--- src/rtl/alimentador_instrucoes_if.sv ---
// Bus between the instruction feeder and its environment: program load port,
// Start/Done control and the DIN/Run issue path. Step exists only with STEP_MODE_EN.
interface alimentador_instrucoes_if #(
  parameter int unsigned ADDR_W = 5
);
  // Start, Done, ProgWe and Step are levels sampled on the rising clock edge;
  // Run is a one-cycle strobe qualifying DIN. There is no back-pressure:
  // the processor acknowledges each instruction with Done.
  logic              Start;
  logic              Done;
  logic              ProgWe;
  logic [ADDR_W-1:0] ProgAddr;
  logic [15:0]       ProgData;
`ifdef STEP_MODE_EN
  logic              Step;
`endif
  logic [15:0]       DIN;
  logic              Run;
  logic [ADDR_W-1:0] PC;
  logic              Busy;
  logic              Halted;
  logic              Erro;
  logic [2:0]        dbg_state;

`ifdef STEP_MODE_EN
  modport master (
    input  Start, Done, ProgWe, ProgAddr, ProgData, Step,
    output DIN, Run, PC, Busy, Halted, Erro, dbg_state
  );
  modport slave (
    output Start, Done, ProgWe, ProgAddr, ProgData, Step,
    input  DIN, Run, PC, Busy, Halted, Erro, dbg_state
  );
`else
  modport master (
    input  Start, Done, ProgWe, ProgAddr, ProgData,
    output DIN, Run, PC, Busy, Halted, Erro, dbg_state
  );
  modport slave (
    output Start, Done, ProgWe, ProgAddr, ProgData,
    input  DIN, Run, PC, Busy, Halted, Erro, dbg_state
  );
`endif
endinterface

--- src/rtl/alimentador_instrucoes.sv ---
// Instruction feeder for processador_multiciclo: loadable program memory, Run/DIN
// issue, mvi immediate, halt word and Done timeout. Optional STEP_MODE_EN adds Step.
module alimentador_instrucoes #(
  parameter int unsigned ADDR_W    = 5,
  parameter logic [2:0]  MVI_OP    = 3'b001,
  parameter logic [15:0] HALT_WORD = 16'hFFFF,
  parameter int unsigned TIMEOUT   = 16
) (
  input  logic                    Clock,
  input  logic                    Resetn,
  alimentador_instrucoes_if.master bus
);
  localparam int unsigned DEPTH   = 1 << ADDR_W;
  localparam logic [7:0]  TO_LAST = 8'(TIMEOUT - 1);

  typedef enum logic [2:0] {
    S_IDLE, S_FETCH, S_ISSUE, S_IMM, S_WAIT, S_HALT, S_ERROR
  } state_t;

  state_t            state_q;
  logic [15:0]       mem_q [DEPTH];
  logic [15:0]       word_q;
  logic [15:0]       din_q;
  logic              run_q;
  logic              busy_q;
  logic              halted_q;
  logic              erro_q;
  logic              done_q;
  logic [ADDR_W-1:0] pc_q;
  logic [7:0]        cnt_q;

  logic [ADDR_W-1:0] pc_p1;
  logic [ADDR_W-1:0] pc_p2;
  logic [15:0]       rd_word;
  logic              step_ok;
  logic              done_hit;
  logic              prog_ok;

`ifdef STEP_MODE_EN
  assign step_ok = bus.Step;
`else
  assign step_ok = 1'b1;
`endif

  assign pc_p1    = pc_q + ADDR_W'(1);
  assign pc_p2    = pc_q + ADDR_W'(2);
  // The read address is PC in FETCH and PC+1 in ISSUE so the mvi immediate is
  // ready one cycle after the opcode; the registers below form the read latch.
  assign rd_word  = (state_q == S_ISSUE) ? mem_q[pc_p1] : mem_q[pc_q];
  assign done_hit = bus.Done | done_q;
  assign prog_ok  = (state_q == S_IDLE) || (state_q == S_HALT) || (state_q == S_ERROR);

  always_ff @(posedge Clock) begin
    if (bus.ProgWe && prog_ok) begin
      mem_q[bus.ProgAddr] <= bus.ProgData;
    end
  end

  always_ff @(posedge Clock or negedge Resetn) begin
    if (!Resetn) begin
      state_q  <= S_IDLE;
      pc_q     <= '0;
      word_q   <= '0;
      din_q    <= '0;
      run_q    <= 1'b0;
      busy_q   <= 1'b0;
      halted_q <= 1'b0;
      erro_q   <= 1'b0;
      done_q   <= 1'b0;
      cnt_q    <= '0;
    end else begin
      run_q <= 1'b0;
      case (state_q)
        S_IDLE, S_HALT, S_ERROR: begin
          if (bus.Start) begin
            state_q  <= S_FETCH;
            pc_q     <= '0;
            busy_q   <= 1'b1;
            halted_q <= 1'b0;
            erro_q   <= 1'b0;
            done_q   <= 1'b0;
            cnt_q    <= '0;
          end
        end
        S_FETCH: begin
          word_q  <= rd_word;
          state_q <= S_ISSUE;
          // A halt word is never presented to the processor.
          if (rd_word != HALT_WORD) begin
            din_q <= rd_word;
            run_q <= 1'b1;
          end
        end
        S_ISSUE: begin
          cnt_q  <= '0;
          done_q <= 1'b0;
          if (word_q == HALT_WORD) begin
            state_q  <= S_HALT;
            busy_q   <= 1'b0;
            halted_q <= 1'b1;
          end else if (word_q[8:6] == MVI_OP) begin
            state_q <= S_IMM;
            din_q   <= rd_word;
          end else begin
            state_q <= S_WAIT;
            pc_q    <= pc_p1;
          end
        end
        S_IMM: begin
          pc_q <= pc_p2;
          if (bus.Done && step_ok) begin
            state_q <= S_FETCH;
          end else begin
            state_q <= S_WAIT;
            done_q  <= bus.Done;
          end
        end
        S_WAIT: begin
          // A completed instruction held back by Step no longer counts toward the timeout.
          if (done_hit) begin
            if (step_ok) begin
              state_q <= S_FETCH;
              cnt_q   <= '0;
              done_q  <= 1'b0;
            end else begin
              done_q <= 1'b1;
            end
          end else if (cnt_q == TO_LAST) begin
            state_q <= S_ERROR;
            cnt_q   <= cnt_q + 8'd1;
            busy_q  <= 1'b0;
            erro_q  <= 1'b1;
          end else begin
            cnt_q <= cnt_q + 8'd1;
          end
        end
        default: state_q <= S_IDLE;
      endcase
    end
  end

  assign bus.DIN       = din_q;
  assign bus.Run       = run_q;
  assign bus.PC        = pc_q;
  assign bus.Busy      = busy_q;
  assign bus.Halted    = halted_q;
  assign bus.Erro      = erro_q;
  assign bus.dbg_state = state_q;

endmodule

--- src/flat_wrapper.sv ---
// flat-port wrapper written by rule: the top's interface ports become plain ports
module alimentador_instrucoes_flat 
#(
  parameter int unsigned ADDR_W    = 5,
  parameter logic [2:0]  MVI_OP    = 3'b001,
  parameter logic [15:0] HALT_WORD = 16'hFFFF,
  parameter int unsigned TIMEOUT   = 16
)
  (Clock, Resetn, bus_Start, bus_Done, bus_ProgWe, bus_ProgAddr, bus_ProgData, bus_DIN, bus_Run, bus_PC, bus_Busy, bus_Halted, bus_Erro, bus_dbg_state);
  alimentador_instrucoes_if #(.ADDR_W(ADDR_W)) bus_i ();
  input  logic Clock;
  input  logic Resetn;
  input wire logic [$bits(bus_i.Start)-1:0] bus_Start;
  input wire logic [$bits(bus_i.Done)-1:0] bus_Done;
  input wire logic [$bits(bus_i.ProgWe)-1:0] bus_ProgWe;
  input wire logic [$bits(bus_i.ProgAddr)-1:0] bus_ProgAddr;
  input wire logic [$bits(bus_i.ProgData)-1:0] bus_ProgData;
  output wire logic [$bits(bus_i.DIN)-1:0] bus_DIN;
  output wire logic [$bits(bus_i.Run)-1:0] bus_Run;
  output wire logic [$bits(bus_i.PC)-1:0] bus_PC;
  output wire logic [$bits(bus_i.Busy)-1:0] bus_Busy;
  output wire logic [$bits(bus_i.Halted)-1:0] bus_Halted;
  output wire logic [$bits(bus_i.Erro)-1:0] bus_Erro;
  output wire logic [$bits(bus_i.dbg_state)-1:0] bus_dbg_state;
  assign bus_i.Start = bus_Start;
  assign bus_i.Done = bus_Done;
  assign bus_i.ProgWe = bus_ProgWe;
  assign bus_i.ProgAddr = bus_ProgAddr;
  assign bus_i.ProgData = bus_ProgData;
  assign bus_DIN = bus_i.DIN;
  assign bus_Run = bus_i.Run;
  assign bus_PC = bus_i.PC;
  assign bus_Busy = bus_i.Busy;
  assign bus_Halted = bus_i.Halted;
  assign bus_Erro = bus_i.Erro;
  assign bus_dbg_state = bus_i.dbg_state;
  alimentador_instrucoes #(.ADDR_W(ADDR_W), .MVI_OP(MVI_OP), .HALT_WORD(HALT_WORD), .TIMEOUT(TIMEOUT)) u_core (.Clock(Clock), .Resetn(Resetn), .bus(bus_i));
endmodule
--- config.mk ---
export PLATFORM = sky130hd
export DESIGN_NAME = alimentador_instrucoes_flat
export DESIGN_NICKNAME = d
export VERILOG_FILES = /design/src/rtl/alimentador_instrucoes_if.sv /design/src/rtl/alimentador_instrucoes.sv /design/src/flat_wrapper.sv
export SDC_FILE = /design/constraint.sdc
export NUM_CORES = 1
export LEC_CHECK = 0
export BUFFER_PORTS_ARGS = -buffer_cell sky130_fd_sc_hd__buf_4
export CAP_MARGIN = 20
export CORE_ASPECT_RATIO = 0.8
export CORE_MARGIN = 2
export CORE_UTILIZATION = 55
export DETAILED_ROUTE_END_ITERATION = 10
export HOLD_SLACK_MARGIN = 0.12
export PLACE_DENSITY = 0.71
export SYNTH_ARGS = -nofsm -noshare
export SYNTH_HDL_FRONTEND = slang
export SYNTH_SLANG_ARGS = --single-unit
--- constraint.sdc ---
create_clock -name Clock -period 3.9 [get_ports Clock]
set_input_delay 0.39 -clock Clock [delete_from_list [all_inputs] [get_ports Clock]]
set_output_delay 0.39 -clock Clock [all_outputs]
set_load 0.01 [all_outputs]
==> results of run 1 <==
==> logic make-up (layout without fill, tap and decap cells) <==
logic type | count (synthesis) | count (layout)
xor+xnor | 3 | 3
fa+ha+maj | 4 | 4
simple gates | 269 | 269
buf+inv | 119 | 296
compound gates | 216 | 216
flops | 564 | 564
mux | 398 | 398
==> registers in the layout, summed over array words and instances, names as in the netlist <==
| name | count |
|---|---|
| u_core.bus.Run | 1 |
| u_core.cnt_q | 8 |
| u_core.bus.PC | 5 |
| u_core.bus.Busy | 1 |
| u_core.mem_q | 512 |
| u_core.bus.DIN | 16 |
| u_core.bus.Halted | 1 |
| u_core.bus.Erro | 1 |
| u_core.bus.dbg_state | 3 |
| u_core.word_q | 16 |
==> final cells by class <==
| class | instances | area [um2] | area share [%] |
|---|---|---|---|
| clock inverters | 30 | 282.8 | 0.9201 |
| well taps | 629 | 787.0 | 2.561 |
| multi-input cells | 890 | 9633 | 31.35 |
| inverters | 5 | 18.77 | 0.06107 |
| clock buffers | 69 | 1460 | 4.751 |
| repair buffers | 192 | 1864 | 6.066 |
| flip-flops and latches | 564 | 16690 | 54.30 |
==> repair_timing <==
action | CTS | global route
endpoints found under the hold margin | 55 | 0
gates cloned | 0 | 2
hold buffers | 3 | 0
resized for setup | 1 | 9
endpoints found under the setup margin | 12 | 16
pin swaps | 0 | 1
==> power by group through the flow <==
stage	Clock, mW	Combinational (mW)	Sequential, mW
CTS	5.29	5.96	7.07
detailed placement	0	5.93	7.19
floorplan	0	3.89	7.19
finish	5.22	6.13	7.07
global placement	0	5.87	7.18
global route	5.52	6.44	7.09
==> metrics by stage <==
step	worst slack, ps	util, %
floorplan	534.4	-
global placement	-17.91	59.67
detailed placement	-98.87	59.67
CTS	25.00	63.35
global route	4.470	63.53
finish	63.34	63.53
==> worst paths after layout <==
| path | end | depth (start not counted) | startpoint |
|---|---|---|---|
| worst max-delay path | u_core.bus.DIN[14] | 14 | u_core.bus.PC[1] |
| worst min-delay path | u_core.mem_q[25][14] | 1 | bus_ProgData[14] |
| worst max register to register | u_core.bus.DIN[14] | 14 | u_core.bus.PC[1] |
| worst min register to register | u_core.word_q[12] | 2 | u_core.word_q[12] |
| max in group asynchronous | u_core.bus.PC[1] | 2 | Resetn |
| min in group asynchronous | u_core.bus.DIN[10] | 2 | Resetn |
==> cell usage in the layout (no fill, tap or decap), drive strengths merged, types with 9 or more instances in the layout <==
cell / instances
a211oi: 10
a22oi: 9
a211o: 13
buf: 187
nor2: 63
nor2b: 10
nand4: 9
a22o: 10
a21oi: 43
nor3: 29
o221ai: 17
o21ai: 43
mux2: 14
mux4: 206
nor4: 17
dfrtp: 52
clkbuf: 71
o22ai: 19
nand3: 28
clkinv: 23
nand2: 86
mux2i: 178
edfxtp: 512
==> metal layers <==
layer  routed length, um  GRT usage (%)
met5                  10              0
met4                2832          10.63
met3                9815          6.980
met2               34720          45.96
met1               30900          46.22
==> worst max-delay path, cell delays in order, from the launching register on <==
cell,delay (ps)
sky130_fd_sc_hd__dfrtp_4,550
sky130_fd_sc_hd__ha_4,400
sky130_fd_sc_hd__buf_12,240
sky130_fd_sc_hd__buf_16,200
sky130_fd_sc_hd__mux4_2,320
sky130_fd_sc_hd__mux2i_1,160
sky130_fd_sc_hd__a21oi_1,70
sky130_fd_sc_hd__nor4_2,420
sky130_fd_sc_hd__buf_4,180
sky130_fd_sc_hd__nand2_1,170
sky130_fd_sc_hd__nand4_1,210
sky130_fd_sc_hd__nor4_4,90
sky130_fd_sc_hd__o21bai_4,140
sky130_fd_sc_hd__buf_12,170
sky130_fd_sc_hd__mux2_2,340
==> results, run 1 <==
- The number of buffers inserted to repair setup after CTS is 0.
- The total via count in the routed design is around 17000.
- Wires add up to roughly 80000 um.
- Cells with a size suffix above 1 make up 30.57% of the layout.
- The xor and xnor fraction of the mapped netlist area is less than 1%.
- Once the floorplan was initialized, standard cells occupied 55.66% of the core.
- The clock passes through at most 3 buffers.
- The category of the worst setup path capture point is a flop.
- The first global-routing pass estimated 112700 um of wire.
- The multiplexer fraction of the synthesized cell area is 24.61%.
- Clock tree synthesis inserted a total of 55 buffers.
- The antenna diode instance count is 0.
- Ranked by total cell area, the synthesized netlist is headed by sky130_fd_sc_hd__edfxtp_1, sky130_fd_sc_hd__mux4_2, sky130_fd_sc_hd__mux2i_1.
- The area share of fa/ha/maj cells after synthesis is less than 1%.
- The post-place instance area is 28870 um2.
- The final clock period utilization by the worst path is 98.38%.
- Relative to the synthesized area, the layout overhead comes to 14.13%.
- The clock skew is 20.10 ps.
- STA puts the critical path data arrival time at approximately 4300 ps.
- The main combinational cell family by area after synthesis is multiplexers.
- The run finished with clean final reports.
- The proportion of power drawn by combinational gates is approximately a third.
- The number of input and output port buffers inserted is 53.
- The worst-case hold slack is about 160 ps.
- The later pin in the worst-skew pair is clocked with a latency of 630 ps.
- For this run, the number of Yosys warnings is 0.
- Setup repair after global routing left no endpoint under its margin.
- Synthesis produced a netlist whose cell count is 1573.
- CTS saw approximately 560 sinks.
- The remaining global-route overflow is 0.
- Summing the areas of all compound-gate instances in the mapped netlist gives approximately 5.6% of the synthesized area.
- The top cell type by area accounts for 57.10% of the synthesized area.
- TritonCTS built the clock tree.
- Across every metal layer, demand over resource in global routing totals 31.08%.
- The pin count of the biggest net entering global routing is 70.
- CTS placed an instance of sky130_fd_sc_hd__clkbuf_16 at the clock tree root.
- In the final routed layout, each cell accounts on average for 32.90 um.
- The region available for standard cell placement spans 48380 um2.
- The net switching share of the total power is 31.40%.
- The ratio of total power to cell area is 599.4 nW/um2.
- The final period demand of the worst path is 3837 ps.
- The primary flip-flop cell chosen by synthesis mapping is sky130_fd_sc_hd__edfxtp_1.
- sky130_fd_sc_hd__edfxtp_1 takes more of the synthesized area than any other cell.
- The transition time at the pin with the least slew margin is 805.9 ps.
- In this run, synthesis produced a sequential element count of 564.
- Dividing the synthesized area by the synthesized cell count gives 17.12 um2.
- The max-slew headroom at the worst pin is 46.22%.
- Based on the critical path, the design can be clocked at up to 0.2606 GHz.
- The via count of the first global-routing pass is approximately 16000.
- The routability congestion estimate is 0.9039.
- For this block, the initial DRC count from the detailed router was about 2400.
- The static power due to leakage is around 9.9 nW.
- The final cell count without fillers is 2379.
- The final hold violation count is 0.
- In the routed layout, each cell is associated on average with a via count of between 7 and 8.
- In this run the worst hold path is classified as primary input to flop.
- The worst setup path is launched from a flop.
- The die covers approximately 51000 um2.
- The clock network power share is 28.4%.
- Cell internal power was estimated by the tool at about 13 mW.
- The critical path is of the flop to flop type.
- Once layout is done, the placed cells without fillers occupy roughly 31000 um2.
- The first-pass iteration count of the detailed router is 8.
- In the final design database the tool counted 1738 nets.
- Fill cells in the final layout number 3317.
- Setup violations remaining at the end of the flow were counted as 0.
- The async set or reset register ratio after synthesis is under 10%.
- The worst-case IR drop observed on VDD is 380.5 uV.
- In this run the register-to-register setup slack is 60 ps.
- The total power of the final layout is between 15 and 20 mW.
- The final-report max-slew violation count came to 0.
- The largest driver fanout on the critical path is 21.
- The post-synthesis sequential area ratio is 61.93%.
- The most frequent cell after synthesis is sky130_fd_sc_hd__edfxtp_1.
- In this run the vertical extent of the chip is 201.9 um.
- In this run the number of H-tree levels came out at 2.
- Max-cap violations in this run came to 0.
- The detailed placer's ending HPWL is 48120 um.
- After detailed routing, the number of remaining DRC violations is 0.
- The synthesized cell area is 26930 um2.
- The initial antenna violation count came to 1.
- The floorplan has 72 rows.
- The post-synthesis net count is 1603.
- The clock-pin slew of the registers on the worst-case setup and hold paths is roughly 70 ps.
- The number of placed instances, taps included is 2275.
- By count the netlist is led by sky130_fd_sc_hd__edfxtp_1, sky130_fd_sc_hd__mux4_2, sky130_fd_sc_hd__mux2i_1.
- The net load switching power is slightly below 6 mW.
- The final-layout setup total negative slack is 0 ps.
- Counting distinct cell types in the post-synthesis netlist gives 64.
- The sequential fraction of design power is a little under two fifths.
- In this run the remaining antenna-violating nets after routing total 0.
- The number of enable-type register cells in the synthesized netlist is 512.
- The worst endpoint required time is 4400 ps.
- The floorplan step set the die width to ~250 um.
- Of the total synthesized cell area, the portion taken by AND, OR, NAND and NOR gates is roughly 4.7%.
- The top-level port count is 54.
(Power assumes the default switching activity.)
==> inputs of run 2 (changes only) <==
CELL_PAD_IN_SITES_DETAIL_PLACEMENT = 1   (was unset)
CELL_PAD_IN_SITES_GLOBAL_PLACEMENT = 2   (was unset)
CORE_UTILIZATION = 48   (was 55)
PLACE_DENSITY = unset   (was 0.71)
PLACE_DENSITY_LB_ADDON = 0.1   (was unset)
==> results, run 2 (synthesis gave the netlist of run 1 again) <==
- The maximum level of the CTS H-tree is 2 (unchanged).
- STA classifies the critical path startpoint as a flop.
- The achievable frequency is 0.2662 GHz (+2.1%).
- The number of DRC violations after detailed routing was 0 (unchanged).
- The height of the chip is 215.8 um (+6.9%).
- The max-slew headroom at the worst pin is 47.61% (+1.4 points).
- The data arrival time of the critical path is 4260 ps (-80 ps).
- The flop-to-flop setup slack is 140 ps (+80 ps).
- The filler cell count in the final layout was 4971 (+50%).
- The starting density of the core is 48.61% (-7.1 points).
- The synthesis-to-finish area growth is 15.31%.
- The proportion of power drawn by combinational gates is 33.5% (+0.2 points).
- STA classifies the critical path endpoint as a flop.
- The ratio of total power to cell area was 604.8 nW/um2 (+0.90%).
- The routability congestion estimate was 0.8558 (-5.3%).
- The transition time at the pin with the least slew margin came to 778.7 ps (-27.22 ps).
- The pin count of the biggest net entering global routing is 64 (-8.6%).
- The top-level port count was 54 (unchanged).
- The clock sink count is 564 (unchanged).
- The net load switching power came to 6.044 mW (+4.5%).
- The worst reg2reg path startpoint is u_core.bus.PC[1].
- The starting DRC count in detailed routing was 2041 (-14%).
- The number of placed instances, taps included is 2408 (+5.8%).
- The slowest stage of the critical path belongs to the cell sky130_fd_sc_hd__dfrtp_4.
- The total via count in the routed design is 16880 (-0.29%).
- The final period demand of the worst path is 3756 ps (-80.52 ps).
- The final clock period utilization by the worst path came to 96.31% (-2.1 points).
- The startpoint of the most critical hold path is bus_ProgData[3].
- The latest clock arrival within the worst-skew pair is 630 ps (about the same).
- The cell at the root of the clock tree is sky130_fd_sc_hd__clkbuf_16.
- The core area is 55400 um2 (+15%).
- The initial antenna violation count came to 1 (unchanged).
- The net switching share of the total power is 32.18% (+0.78 points).
- The maximum vdd ir drop is 389.7 uV (+2.4%).
- The hold-critical path depth was 1 (unchanged).
- The clock-pin slew of the registers on the worst-case setup and hold paths is 60 ps (about the same).
- The internal power component is 12.74 mW (+0.78%).
- The final-layout setup total negative slack is 0 ps (unchanged).
- In the layout the commonest cells are sky130_fd_sc_hd__edfxtp_1, sky130_fd_sc_hd__mux4_2, sky130_fd_sc_hd__mux2i_1.
- The area enclosed by the die boundary is 58020 um2 (+14%).
- Walking the worst path, the cells encountered are ha_4, buf_12, buf_4, mux4_2, mux2i_1, nor3_1, nor4_1, o21ai_0, buf_4, nand4_1, nor4_4, o21bai_4, buf_12, mux2_2.
- The first-pass iteration count of the detailed router was 7 (-1).
- The clock network power share is 28.8% (+0.4 points).
- The path depth of the worst reg2reg path was 14 (unchanged).
- The clock skew came to 20.62 ps (+0.5210 ps).
- The detailed placer's ending HPWL is 56390 um (+17%).
- The total setup violations reported at the end of the flow is 0 (unchanged).
- The number of buffers between clock root and the deepest sink is 3 (unchanged).
- The flip-flop count of the largest register, all copies and words added was 512 (unchanged).
- The final cell count without fillers came to 2517 (+5.8%).
- The count of standard-cell rows is 77 (+6.9%).
- The register with the most flip-flops is u_core.mem_q.
- The die boundary width was 268.8 um (+6.9%).
- The static power due to leakage is 10.04 nW (+1.4%).
- The CTS tree is yes.
- The final-report max-slew violation count came to 0 (unchanged).
- The fraction of layout instances using a drive strength above 1 is 32.09% (+1.5 points).
- The antenna diode instance count is 0 (unchanged).
- The critical path in this run is classified as flop to flop.
- The delay of the slowest critical-path stage was 500 ps (-50 ps).
- The number of input and output port buffers inserted was 53 (unchanged).
- The wire length per cell is 34.62 um (+5.2%).
- The residual antenna-violating net count after detailed routing came to 0 (unchanged).
- The global-route wire length before repair was 124800 um (+11%).
- The largest driver fanout on the critical path was 17 (-19%).
- The post-detailed-route via-to-cell ratio is 6.706 (-5.8%).
- The capturing point of the worst reg2reg path is u_core.bus.DIN[2].
- The sequential fraction of design power is 37.7% (-0.7 points).
- The number of maximum-capacitance constraint violations came to 0 (unchanged).
- The commonest non-fill, non-tap cell in the layout is sky130_fd_sc_hd__edfxtp_1.
- The global router's overall resource usage is 30.32% (-0.76 points).
- The final hold violation count came to 0 (unchanged).
- The remaining global-route overflow came to 0 (unchanged).
- The flow ran to the end, and the final reports show no timing, DRC or antenna violations.
- Setup repair after global routing left no endpoint under its margin.
- The wire length reported by the detailed router came to 87130 um (+11%).
- The worst endpoint required time is 4410 ps (about the same).
- The number of buffers created by CTS was 56 (+1.8%).
- The post-layout net count was 1752 (+0.81%).
- The via count of the first global-routing pass is 17430 (+6.4%).
- The tightest min-delay check is of the primary input to flop type.
- The sink of the worst hold path is u_core.mem_q[4][3].
## run 2: cell types whose count changed in the layout (fill, tap and decap cells not counted), sizes merged
cell	delta
buf	+12
o21bai	+1
clkbuf	+5
inv	-1
## run 2: how the worst max path moves through the flow
stage                     start                 end  slack, ps  cells after the start
2_1_floorplan  u_core.bus.PC[0]  u_core.bus.DIN[11]        530                     15
3_3_place_gp   u_core.bus.PC[1]   u_core.bus.DIN[2]       -230                     14
3_5_place_dp   u_core.bus.PC[1]  u_core.bus.DIN[13]       -270                     12
4_1_cts        u_core.bus.PC[1]   u_core.bus.DIN[2]          2                     14
5_1_grt        u_core.bus.PC[0]  u_core.bus.DIN[13]          5                     12
6_report       u_core.bus.PC[1]   u_core.bus.DIN[2]        140                     14
## run 2: power by group through the flow
stage / Combinational (mW) / Sequential (mW) / Clock (mW)
6_report: 6.29 / 7.08 / 5.41
5_1_grt: 6.68 / 7.11 / 5.69
4_1_cts: 6.15 / 7.08 / 5.48
3_5_place_dp: 6.08 / 7.21 / 0
3_3_place_gp: 5.99 / 7.19 / 0
2_1_floorplan: 3.89 / 7.19 / 0
## run 2: metrics by stage
| step | hold WS (ps) | utilization, % | setup slack [ps] | total power, mW | instance area, um2 |
|---|---|---|---|---|---|
| after floorplan | 94.41 | - | 534.4 | 11.08 | 26930 |
| after global placement | 460.2 | 52.44 | -227.0 | 13.18 | 29050 |
| after detailed placement | 472.2 | 52.44 | -268.2 | 13.29 | 29050 |
| after CTS | 133.5 | 55.83 | 1.666 | 18.72 | 30930 |
| after global routing | 162.9 | 56.05 | 5.331 | 19.48 | 31050 |
| final | 159.2 | 56.05 | 143.9 | 18.78 | 31050 |
## run 2: layer usage
layer / track usage [%] / part of all wire, %
met5: 0 / 0
met4: 7.759 / 2.4
met3: 5.774 / 8.0
met2: 47.60 / 47
met1: 43.83 / 43
## run 2: critical path, delay by kind of cell (launching register included)
kind | cells | cell delay, ps
AO/OA/AOI/OAI | 2 | 330
adder cells (fa/ha/maj) | 1 | 320
buffers and inverters | 4 | 900
flip-flops | 1 | 500
multiplexers | 3 | 960
AND/OR/NAND/NOR | 4 | 600
## run 2: layout make-up
type                            instances  area, um2  area share [%]
Clock buffer                           74       1529           4.924
Clock inverter                         29      275.3          0.8865
Timing Repair Buffer                  204       1923           6.194
Tap cell                              750      938.4           3.022
Inverter                                5      18.77         0.06044
Multi-Input combinational cell        891       9679           31.17
Sequential cell                       564      16690           53.74
## run 2: repair_timing
item | 4_1_cts | 5_1_grt
cloned | 1 | 2
gates resized for setup | 8 | 11
hold buffers | 3 | 0
buffers inserted | 0 | 1
endpoints found under the hold margin | 55 | 0
pin swaps | 1 | 4
endpoints found under the setup margin | 16 | 12
